File: src/rtl/tetris_row_fetch.sv
// Per-scanline board row and piece-mask fetch; runs in hblank, commits both masks at end of line.
// Masks ready 4 cycles after fetch start; no backpressure, a late fetch shows up as a fetch_miss pulse.
module tetris_row_fetch #(
    parameter int BLOCK_PX   = 20,
    parameter int BOARD_ROWS = 20,
    parameter int H_TOTAL    = 800,
    parameter int V_TOTAL    = 525,
    parameter int FETCH_X    = 640
) (
    input  logic        Clk,
    input  logic        Reset,
    input  logic [9:0]  DrawX,
    input  logic [9:0]  DrawY,
    input  logic [15:0] piece_shape,
    input  logic [4:0]  piece_x,
    input  logic [5:0]  piece_y,
    output logic [4:0]  board_addr,
    input  logic [9:0]  board_data,
    output logic [9:0]  row,
    output logic [9:0]  piece_row,
    output logic        fetch_miss
);
    localparam int SUB_W     = (BLOCK_PX > 1) ? $clog2(BLOCK_PX) : 1;
    localparam int VIS_LINES = BOARD_ROWS * BLOCK_PX;

    typedef enum logic [1:0] {S_IDLE, S_READ, S_WAIT, S_BUILD} state_t;

    state_t           state_q, state_d;
    logic [4:0]       band_q, band_d;
    logic [SUB_W-1:0] sub_q, sub_d;
    logic             synced_q, synced_d;
    logic             pending_q, pending_d;
    logic             vis_q, vis_d;
    logic [15:0]      shape_q, shape_d;
    logic [4:0]       px_q, px_d;
    logic [5:0]       py_q, py_d;
    logic [4:0]       addr_q, addr_d;
    logic [9:0]       srow_q, srow_d;
    logic [9:0]       spiece_q, spiece_d;
    logic [9:0]       row_q, row_d;
    logic [9:0]       prow_q, prow_d;
    logic             miss_q, miss_d;

    logic [9:0]  ny;
    logic        commit;
    logic        row_ok;
    logic [6:0]  dy;
    logic [3:0]  nib;
    logic [4:0]  sh;
    logic [15:0] win;
    logic [9:0]  mask;

    assign ny     = (DrawY == 10'(V_TOTAL - 1)) ? 10'd0 : DrawY + 10'd1;
    assign commit = (DrawX == 10'(H_TOTAL - 1));
    assign row_ok = synced_q && (int'(band_q) < BOARD_ROWS) && vis_q;

    // Negative dy wraps to a large unsigned value, so one range test covers 0..3.
    // The nibble is placed in a window whose bit 15-(col+3) is board column col;
    // columns 0..9 then land on win[12:3] and anything outside is dropped.
    always_comb begin
        dy  = {2'b00, band_q} - {py_q[5], py_q};
        nib = 4'd0;
        if (dy[6:2] == 5'd0) begin
            case (dy[1:0])
                2'd0:    nib = shape_q[15:12];
                2'd1:    nib = shape_q[11:8];
                2'd2:    nib = shape_q[7:4];
                default: nib = shape_q[3:0];
            endcase
        end
        sh   = px_q + 5'd3;
        win  = {nib, 12'd0} >> sh;
        mask = win[12:3];
    end

    always_comb begin
        state_d   = state_q;
        band_d    = band_q;
        sub_d     = sub_q;
        synced_d  = synced_q;
        pending_d = pending_q;
        vis_d     = vis_q;
        shape_d   = shape_q;
        px_d      = px_q;
        py_d      = py_q;
        addr_d    = addr_q;
        srow_d    = srow_q;
        spiece_d  = spiece_q;
        row_d     = row_q;
        prow_d    = prow_q;
        miss_d    = 1'b0;

        // Commit first so a build landing on the same cycle still leaves pending set.
        if (commit) begin
            if (pending_q) begin
                row_d     = srow_q;
                prow_d    = spiece_q;
                pending_d = 1'b0;
            end else begin
                miss_d = 1'b1;
            end
        end

        case (state_q)
            S_IDLE: begin
                if (DrawX == 10'(FETCH_X)) begin
                    shape_d = piece_shape;
                    px_d    = piece_x;
                    py_d    = piece_y;
                    vis_d   = int'(ny) < VIS_LINES;
                    if (ny == 10'd0) begin
                        band_d   = 5'd0;
                        sub_d    = '0;
                        synced_d = 1'b1;
                    end else if (sub_q == SUB_W'(BLOCK_PX - 1)) begin
                        sub_d = '0;
                        if (band_q != 5'd31) begin
                            band_d = band_q + 5'd1;
                        end
                    end else begin
                        sub_d = sub_q + SUB_W'(1);
                    end
                    state_d = S_READ;
                end
            end
            S_READ: begin
                addr_d  = band_q;
                state_d = S_WAIT;
            end
            S_WAIT: begin
                state_d = S_BUILD;
            end
            S_BUILD: begin
                srow_d    = row_ok ? board_data : 10'd0;
                spiece_d  = row_ok ? mask : 10'd0;
                pending_d = 1'b1;
                state_d   = S_IDLE;
            end
            default: begin
                state_d = S_IDLE;
            end
        endcase
    end

    always_ff @(posedge Clk) begin
        if (Reset) begin
            state_q   <= S_IDLE;
            band_q    <= 5'd0;
            sub_q     <= '0;
            synced_q  <= 1'b0;
            pending_q <= 1'b0;
            vis_q     <= 1'b0;
            shape_q   <= 16'd0;
            px_q      <= 5'd0;
            py_q      <= 6'd0;
            addr_q    <= 5'd0;
            srow_q    <= 10'd0;
            spiece_q  <= 10'd0;
            row_q     <= 10'd0;
            prow_q    <= 10'd0;
            miss_q    <= 1'b0;
        end else begin
            state_q   <= state_d;
            band_q    <= band_d;
            sub_q     <= sub_d;
            synced_q  <= synced_d;
            pending_q <= pending_d;
            vis_q     <= vis_d;
            shape_q   <= shape_d;
            px_q      <= px_d;
            py_q      <= py_d;
            addr_q    <= addr_d;
            srow_q    <= srow_d;
            spiece_q  <= spiece_d;
            row_q     <= row_d;
            prow_q    <= prow_d;
            miss_q    <= miss_d;
        end
    end

    assign board_addr = addr_q;
    assign row        = row_q;
    assign piece_row  = prow_q;
    assign fetch_miss = miss_q;

endmodule

File: config.mk
export PLATFORM = sky130hd
export DESIGN_NAME = tetris_row_fetch
export DESIGN_NICKNAME = d
export VERILOG_FILES = /design/src/rtl/tetris_row_fetch.sv
export SDC_FILE = /design/constraint.sdc
export NUM_CORES = 1
export LEC_CHECK = 0
export ABC_AREA = 1
export BUFFER_PORTS_ARGS = -buffer_cell sky130_fd_sc_hd__buf_4
export CAP_MARGIN = 0
export CORE_MARGIN = 3
export CORE_UTILIZATION = 35
export DETAILED_ROUTE_END_ITERATION = 12
export SLEW_MARGIN = 20
export SYNTH_ARGS = -nofsm -noshare
export SYNTH_HDL_FRONTEND = slang
export SYNTH_SLANG_ARGS = --single-unit
File: constraint.sdc
create_clock -name Clk -period 3 [get_ports Clk]
set_clock_uncertainty 0.1 [all_clocks]
set_input_delay 0.15 -clock Clk [delete_from_list [all_inputs] [get_ports Clk]]
set_output_delay 0.15 -clock Clk [all_outputs]
set_load 0.02 [all_outputs]
---- After elaboration in Yosys (flattened, before gate mapping) ----
Cells that the tools add are included.
word-level totals
  register bits after elaboration ......... 88
  input bits .............................. 59
  output and inout port bits .............. 26
operators by class
  add/sub/neg operators ................... 5
  magnitude comparators ................... 2
  eq/ne operators ......................... 11
  shift operators ......................... 1
  multiplexer cells ....................... 15
  bitwise operators ....................... 1
  reduce and logical (&&, ||, !) cells .... 14
operator list
  kind                                                                            count
  10-bit == test (second input constant)                                          3
  10-bit two-way mux                                                              3
  5-bit two-way mux                                                               5
  16-bit by 5-bit right shift with 13-bit output                                  1
  4-bit one-hot mux with 3 select lines                                           1
  10-bit by 1-bit adder with 10-bit output (second input constant)                1
  5-bit by 1-bit adder with 5-bit output (second input constant)                  2
  10-bit logical NOT                                                              1
  10-bit by 9-bit less-than comparator with 1-bit output (second input constant)  1
  2-bit one-hot mux with 4 select lines                                           1
  6-bit by 6-bit subtractor with 7-bit output                                     1
  2-bit == test (second input constant)                                           3
  2-bit nonzero test                                                              3
  5-bit by 2-bit adder with 5-bit output (second input constant)                  1
  5-bit == test (second input constant)                                           1
  5-bit logical NOT                                                               1
  5-bit less-than comparator (second input constant)                              1
  5-bit != test (second input constant)                                           1
  2-bit by 1-bit == test with 1-bit output (second input constant)                2
  2-bit logical NOT                                                               2
  4-bit two-way mux                                                               1
  2-bit AND reduction                                                             2
  4-bit AND reduction                                                             1
  1-bit two-way mux                                                               3
  other kinds (6)                                                                 7

---- Logic depth before layout (Yosys ltp) ----
Gate-level depths: netlist of run 1.
  depth in word-level cells ............... 6
  mapped depth ............................ 16
  depth with buffers taken out ............ 16

---- Least setup slack after synthesis of run 1 ----
No wires, ideal clock.
  path kind ............................... reg2reg
  from .................................... reg band_q[0]
  to ...................................... reg spiece_q[3]
  library setup time ...................... 0.070 ns
  arrival ................................. 2.162 ns
  slack ................................... 0.667 ns
  stages on the path, launching flop included .. 14
  buffers on the path ..................... 1
  period minus slack after synthesis ...... 2.333 ns
  cell sequence ........................... dfxtp_1 inv_1 ha_1 fa_1 buf_2 nor2_1 inv_1 o2111ai_1 nand3_1 o21ai_0 nand3_1 nand2_1 nand2_1 a21oi_1
on the way
  longest elaborated chain between the ends .. 6
  elaborated cells on any way between the ends .. 12
ends and longest elaborated chain
  item                                            RTL line  text
  start: declaration                              29        logic [4:0] band_q, band_d;
  start signal: assignment                        164       band_q <= band_d;
  6-bit by 6-bit subtractor with 7-bit output     61        dy = {2'b00, band_q} - {py_q[5], py_q};
  2-bit == test, or another cell as far along     64        case (dy[1:0])
  4-bit one-hot mux with 3 select lines           64
  4-bit two-way mux                               63        if (dy[6:2] == 5'd0) begin
  16-bit by 5-bit right shift with 13-bit output  72        win = {nib, 12'd0} >> sh;
  10-bit two-way mux *                            135       spiece_d = row_ok ? mask : 10'd0;
  end signal: assignment                          174       spiece_q <= spiece_d;
  end: declaration                                39        logic [9:0] spiece_q, spiece_d;
Mark *: on every way between the ends. The rest lies on a longest branch, timed or not.
A chain may end at the register's enable or synchronous reset.

---- Worst setup path in the final report of run 1 ----
Ends and elaborated chain as after synthesis.

==> results.md, run 1 <==
Setup path:
- The largest single stage delay on the critical path is 590 ps.
- Data arrives at the worst endpoint at 2830 ps.
- Along the worst path, the maximum fanout reaches 10.
- STA classifies the critical path endpoint as a flip-flop.
- The launching element of the worst setup path is band_q[0]$_SDFFE_PP0P_.
- The total buffers and inverters traversed by the critical path is 2.
- The type of origin of the critical path is a flip-flop.
- The critical register-to-register path endpoint is spiece_q[3]$_SDFFE_PP0P_.
- The master of the slowest instance on the critical path is sky130_fd_sc_hd__fa_1.
- The critical path goes through inv_1 -> ha_1 -> fa_1 -> nor2_1 -> inv_1 -> o2111ai_1 -> nand3_1 -> o21ai_0 -> nand3_1 -> nand2_1 -> nand2_1 -> a21oi_1.
- The gate family responsible for the most delay along the worst path is adder cells.
- The number of gates on the worst path with buffers counted is 12.
- By startpoint and endpoint, the worst setup path is classified as flip-flop to flip-flop.
- The worst register-to-register path has a depth of 12.
- The launching point of the worst reg2reg path is band_q[0]$_SDFFE_PP0P_.
- For flop-to-flop paths, the worst setup slack is 340 ps.
- STA puts the critical path data required time at 3170 ps.
- Following the worst setup path forward leads to its endpoint at spiece_q[3]$_SDFFE_PP0P_.

Timing:
- The number of pins exceeding their max-slew limit in the final report is 0.
- The shortest period the worst path allows is 2660 ps.
- The worst pin sits at a relative slew slack of 0.537.
- Timing would allow up to 376 MHz.
- The least setup slack across all paths after layout is 342 ps.
- For the pin with the worst max-slew slack, the measured transition is 693 ps.
- The number of endpoints failing setup at the final stage is 0.
- In the finished design, the share of the clock period the worst path needs comes to 0.886.
- Setup repair after global routing left no endpoint under its margin.
- The final count of hold timing violations is 0.
- The total negative slack for setup checks is 0 ps.

Synth:
- Of the total synthesized cell area, the portion taken by full adders, half adders and majority gates is 0.0513.
- The complex-gate fraction of the synthesized area is 0.154.
- The largest family of logic cells by synthesized area is simple AND/OR/NAND/NOR gates.
- The post-synthesis instance area is 0.00429 mm².
- The synthesized netlist contains 36 unique library cells.
- The synthesized netlist net count is 678.
- The area fraction in and, or, nand and nor cells after synthesis is 0.294.
- Synthesis produced 602 cells.
- The share of the Yosys chip area taken by registers is 0.411.
- The share of cell area taken by muxes after synthesis is 0.
- Averaged over all synthesized cells, the footprint is 7.12 µm².
- During synthesis, Yosys emitted a total of 0 warnings.
- The flop and latch count out of synthesis is 88.
- The area share of xor/xnor cells in the synthesized design is 0.0143.

Placed design:
- At the placement stage, the worst setup path has a slack of 372 ps.
- The number of buffers added on ports is 84.
- Summing all placed instances gives a cell area of 0.00504 mm².
- The routability congestion estimate is 0.876.
- The estimated wirelength of the detail-placed design is 7970 µm.

Global route:
- The number of global-route vias before repair is 3925.
- The initial antenna violation count is 0.
- The global-route wire length before repair is 18100 µm.
- In the global route stage, overall resource usage came out at 0.166.
- The total grt overflow is 0.
- Entering global routing, the biggest net connects 30 pins.

Detailed routing:
- Dividing the detail-routed wire length by the instance count gives 13.0 µm.
- The detailed-routing iteration count for the pre-antenna-repair pass is 4.
- The DRC violation count after routing is 0.
- After the first detailed-routing iteration, the DRC count stood at 298.
- The detailed-route via count is 4185.
- Once detail routing completed, the nets flagged for antenna violations numbered 0.
- Using the TritonRoute via totals, the vias-per-cell ratio works out to 4.89.
- The total detailed-routing wirelength is 11100 µm.

Power and ir drop:
- VDD sags by at most 0.000244 V.
- The static power due to leakage is 0.00248 µW.
- The power density over the cells is 488 mW/mm².
- The completed layout was analyzed and its total power is 2760 µW.

Cells and area:
- In the layout the commonest cells are sky130_fd_sc_hd__buf_4 (89), sky130_fd_sc_hd__nand2_1 (88), sky130_fd_sc_hd__dfxtp_1 (88).
- The area growth from synthesis to final layout is 31.8%.
- The most common cell after layout, fill and taps aside is sky130_fd_sc_hd__buf_4.
- The number of antenna repair diodes is 0.
- The count of nets after finishing is 783.
- The fraction of layout cells with a size suffix above 1 is 0.169.
- The cell area after layout is 0.00565 mm².
- Measured on the finished design, the core utilization comes to 0.483.

CTS:
- The maximum clock insertion buffer count is 2.
- The number of buffers added by the clock tree synthesis step is 9.
- Buffers added to address setup during post-CTS repair amount to 0.
- The number of levels in the clock H-tree is 3.
- The clock slew at the register clock pins of the worst setup and hold paths is 60 ps.
- The clock network latency to the later pin of the worst-skew pair is 340 ps.
- Clock tree synthesis found a total of 88 sinks.
- TritonCTS built the clock tree.
- The cell sitting at the root of the clock tree is a sky130_fd_sc_hd__clkbuf_16.
- The post-cts repair resize count is 0.

Worst hold path:
- The path class of the tightest hold or removal check is primary input to flip-flop.
- The hold path startpoint is piece_x[0].

Floorplanning:
- The area of the die is 0.0136 mm².
- The die width is 117 µm.
- Pin placement for this block handled 85 I/O pins.
- In this run the vertical extent of the chip is 117 µm.
- The initial core utilization is 0.366.
- The number of placement rows is 39.
- The core region area is 0.0117 mm².

Outcome:
- The flow ran to the end, and the final reports show no timing, DRC or antenna violations.

Flow run:
- Max-cap violations in this run came to 0.
==> area by class of cell <==
class	instances	area (µm²)
multi-input cells	428	2200
inverters	61	229
flip-flops and latches	88	1760
fillers	1182	6060
repair buffers	119	968
clock buffers	10	229
clock inverters	6	83.8
well taps	143	179
==> registers in the layout (all words and copies together) (netlist names), 6 cells and up <==
name,cells
piece_row,10
py_q,6
row,10
srow_q,10
shape_q,16
spiece_q,10
==> synth_stat cells, drive strengths merged <==
cell type,number,area share
a211oi,1,0.0018
a21oi,50,0.058
a22oi,1,0.0018
a31o,1,0.0020
a31oi,1,0.0015
buf,5,0.0053
clkbuf,20,0.018
clkinv,2,0.0018
dfxtp,88,0.41
fa,1,0.0047
ha,16,0.047
inv,59,0.052
nand2,92,0.083
nand3,59,0.074
nand3b,1,0.0018
nand4,9,0.013
nor2,88,0.082
nor3,26,0.032
nor4,3,0.0044
o2111ai,4,0.0082
o211ai,3,0.0064
o21ai,60,0.070
o21bai,1,0.0018
o311ai,1,0.0020
or2,3,0.0044
xnor2,2,0.0041
xor2,5,0.010
==> per-layer routing <==
layer / vias up / part of all wire / GRT usage
met5: - / 0 / 0
met4: 0 / 0.015 / 0.0696
met3: 13 / 0.048 / 0.0373
met2: 90 / 0.46 / 0.257
met1: 1864 / 0.48 / 0.221
li1: 2218 / - / -
==> worst min-delay path: stages <==
cell and delay, ps:
sky130_fd_sc_hd__buf_4 80, sky130_fd_sc_hd__o21ai_0 80, sky130_fd_sc_hd__a21oi_1 110
==> report_power, final <==
group	switching, µW	internal [µW]
clock network	451	726
logic	193	158
registers	24.5	1210
==> per-stage QoR <==
| stage | cells | hold WS [ps] |
|---|---|---|
| after floorplan | 602 | 185 |
| final | 855 | 17.4 |
| after CTS | 855 | 1.97 |
| after global placement | 809 | 272 |
| after detailed placement | 809 | 279 |
| after global routing | 855 | 49.5 |
==> worst min path at each step <==
stage | endpoint | slack (ps) | cells after the start
after CTS | px_q[0]$_SDFFE_PP0P_ | 2 | 3
after global placement | shape_q[10]$_SDFFE_PP0P_ | 270 | 3
after floorplan | py_q[0]$_SDFFE_PP0P_ | 180 | 2
after global routing | py_q[3]$_SDFFE_PP0P_ | 50 | 3
final | px_q[0]$_SDFFE_PP0P_ | 20 | 3
after detailed placement | shape_q[6]$_SDFFE_PP0P_ | 280 | 3
==> what timing repair did <==
action,CTS,global route
endpoints found under the hold margin,30,0
hold buffers,30,0
setup endpoints to repair,0,0
==> logic make-up after synthesis <==
group           count (synthesis)
compound gates                123
buf+inv                        86
simple gates                  281
xor+xnor                        7
fa+ha+maj                      17
flops                          88
Note: power is estimated with default switching activity, not from simulation.
==> inputs of run 2 (changes only) <==
- clock period: 3 -> 3.2 ns (I/O delays scaled with it)
==> run 2 against run 1 <==
  * Global-route usage is 0.31 points higher
  * First-iteration DRC count up 2.0%
  * Utilization down 0.46 points
  * Count of clock-buffer cells in the layout rose by 1
  * Register-to-register slack better by 140 ps
  * Flip-flop and latch count stayed put
  * Combinational power fell by 7.4%
  * Via count rose by 1.0%
  * Non-clock buffer count fell by 4
  * Largest cell class unchanged
  * Highest routed layer unchanged
==> results.md, run 2 (same netlist as run 1, synthesis figures left out) <==
Outcome:
- The run finished with clean final reports.

Detailed routing:
- The number of antenna-violating nets in the routed design is 0 (unchanged).
- The routed metal-1 wirelength is 5370 µm (+0.66%).
- The detailed-route via count came to 4228 (+1.0%).
- The number of vias per cell after detailed routing is 4.97 (+1.5%).
- The met2 wire length was 4980 µm (-1.3%).
- In this run the top signal layer used is met4.
- The DRC violation count after routing is 0 (unchanged).
- The iteration-0 DRC count of the detailed router came to 304 (+2.0%).
- The amount of wire on met3 after detailed routing is 468 µm (-11%).
- The detailed-routing iteration count for the pre-antenna-repair pass is 5 (+1).
- The total detailed-routing wirelength is 11000 µm (-1.1%).
- The per-cell routed wire length is 12.9 µm (-0.61%).

Timing:
- The number of endpoints failing setup at the final stage was 0 (unchanged).
- The number of pins exceeding their max-slew limit in the final report came to 0 (unchanged).
- The shortest period the worst path allows is 2720 ps (+59.6 ps).
- The slew of the pin with the lowest slew margin was 713 ps (+19.3 ps).
- The worst-case headroom to the max-slew limit was 0.523 (-0.0141).
- Setup repair after global routing left no endpoint under its margin.
- The total negative slack for setup checks is 0 ps (unchanged).
- The final cycle utilization of the critical path is 0.849 (-0.0368).
- The maximum clock frequency is 368 MHz (-2.2%).
- The final count of hold timing violations is 0 (unchanged).

CTS:
- The maximum clock insertion buffer count is 2 (unchanged).
- The CTS tree is yes.
- The number of levels in the clock H-tree is 3 (unchanged).
- The clock slew at the register clock pins of the worst setup and hold paths is 60 ps (about the same).
- The CTS sink count is 88 (unchanged).
- The clock network latency to the later pin of the worst-skew pair came to 330 ps (about the same).
- The clock tree root buffer cell is sky130_fd_sc_hd__clkbuf_16.
- The number of buffers added by the clock tree synthesis step is 9 (unchanged).

Power and ir drop:
- The static power due to leakage is 0.00245 µW (-1.1%).
- The power density over the cells is 450 mW/mm² (-7.9%).
- The peak supply drop is 0.000207 V (-15%).

Floorplanning:
- The area of the die came to 0.0136 mm² (unchanged).
- The initial core utilization is 0.366 (unchanged).
- The core region area was 0.0117 mm² (unchanged).
- The y dimension of the die came to 117 µm (unchanged).
- The number of top-level pins was 85 (unchanged).
- The die width came to 117 µm (unchanged).
- The number of placement rows came to 39 (unchanged).

Global route:
- The pin count of the biggest net entering global routing is 44 (+47%).
- The global-route wire length before repair was 18500 µm (+2.3%).
- The number of global-route vias before repair is 3937 (+0.31%).
- The initial antenna violation count was 0 (unchanged).
- The total grt overflow is 0 (unchanged).
- The global router's overall resource usage came to 0.169 (+0.00314).

Setup path:
- The critical path data arrival time came to 2890 ps (+60 ps).
- The worst setup path is of the flip-flop to flip-flop kind.
- The worst setup path is launched from a flip-flop.
- The category of the worst setup path capture point is a flip-flop.
- The largest fanout on the critical path is 10 (unchanged).
- The data required time at the worst endpoint is 3370 ps (+200 ps).

Worst hold path:
- The class of the worst hold path is primary input to flip-flop.

Cells and area:
- The library cells used most frequently in the layout, excluding fill and tap cells, are sky130_fd_sc_hd__buf_4 (89), sky130_fd_sc_hd__nand2_1 (88), sky130_fd_sc_hd__dfxtp_1 (88).
- The post-layout instance count excluding filler cells was 851 (-0.47%).
- The count of nets after finishing is 779 (-0.51%).
- Leaving out fill and tap cells, the most frequent cell in the layout is sky130_fd_sc_hd__buf_4.
- The area growth from synthesis to final layout is 30.5%.
- The fraction of layout cells with a size suffix above 1 came to 0.169 (+0.000952).
- The number of antenna repair diodes is 0 (unchanged).
- The number of flip-flops in the largest register is 16 (unchanged).
- The total of fill cells in the finished design is 1171 (-0.93%).
- The end-of-flow core utilization is 0.478 (-0.00459).
- The most flop-heavy register is shape_q.

Flow run:
- The number of max-capacitance violations reported is 0 (unchanged).

Placed design:
- The estimated wirelength of the detail-placed design is 7860 µm (-1.4%).
- The number of buffers added on ports is 84 (unchanged).
- The routability congestion estimate came to 0.906 (+3.5%).
- The placed instance count is 809 (unchanged).
run 2: changes by cell type in the layout (fill, tap and decap cells not counted), sizes merged:
cell         delta
dlygate4sd3     -4
clkbuf          +1
clkinv          -1
clkinvlp        +1
bufinv          -1
run 2: critical path, cell delays in order, from the launching register on:
cell	delay, ps
sky130_fd_sc_hd__dfxtp_1	350
sky130_fd_sc_hd__inv_1	100
sky130_fd_sc_hd__ha_1	240
sky130_fd_sc_hd__fa_1	600
sky130_fd_sc_hd__nor2_1	230
sky130_fd_sc_hd__inv_1	80
sky130_fd_sc_hd__o2111ai_1	330
sky130_fd_sc_hd__nand3_1	150
sky130_fd_sc_hd__o21ai_0	140
sky130_fd_sc_hd__nand3_1	110
sky130_fd_sc_hd__nand2_1	70
sky130_fd_sc_hd__nand2_1	50
sky130_fd_sc_hd__a21oi_1	110
run 2: final cells by class:
| cell class | count | area, µm² | share of cell area |
|---|---|---|---|
| clock buffer | 11 | 243 | 0.0434 |
| clock inverter | 5 | 56.3 | 0.0101 |
| inverter | 61 | 229 | 0.0409 |
| multi-input combinational | 428 | 2200 | 0.393 |
| sequential | 88 | 1760 | 0.315 |
| tap | 143 | 179 | 0.0320 |
| timing repair buffer | 115 | 928 | 0.166 |
run 2: metal layers:
layer | up-vias | global-route usage
met1 | 1926 | 0.233
met3 | 12 | 0.0342
li1 | 2204 | -
met4 | 0 | 0.0581
met5 | - | 0
met2 | 86 | 0.263
run 2: worst paths after layout:
kind	depth (start not counted)	start	to	slack, ps
max reg2reg	12	band_q[0]$_SDFFE_PP0P_	spiece_q[3]$_SDFFE_PP0P_	480
min	3	piece_shape[3]	shape_q[3]$_SDFFE_PP0P_	8
min reg2reg	2	synced_q$_SDFFE_PP0P_	synced_q$_SDFFE_PP0P_	350
max	12	band_q[0]$_SDFFE_PP0P_	spiece_q[3]$_SDFFE_PP0P_	480
run 2: what timing repair did:
| item | CTS | global route |
|---|---|---|
| setup buffers | 0 | 0 |
| resized for setup | 0 | 0 |
| hold buffers | 26 | 0 |
| endpoints found under the hold margin | 26 | 0 |
run 2: stage by stage:
step	hold WS [ps]	cell area (µm²)	power [µW]	setup WS [ps]
final	8.09	5600	2520	482
after global routing	35.1	5600	2640	180
after CTS	3.44	5600	2550	495
after detailed placement	287	5040	1480	521
after global placement	282	5040	1470	653
after floorplan	195	4290	1340	867
run 2: where the power goes:
part,switching (µW),internal [µW]
sequential,21.6,1130
combinational,179,145
clock,416,625
total,616,1900
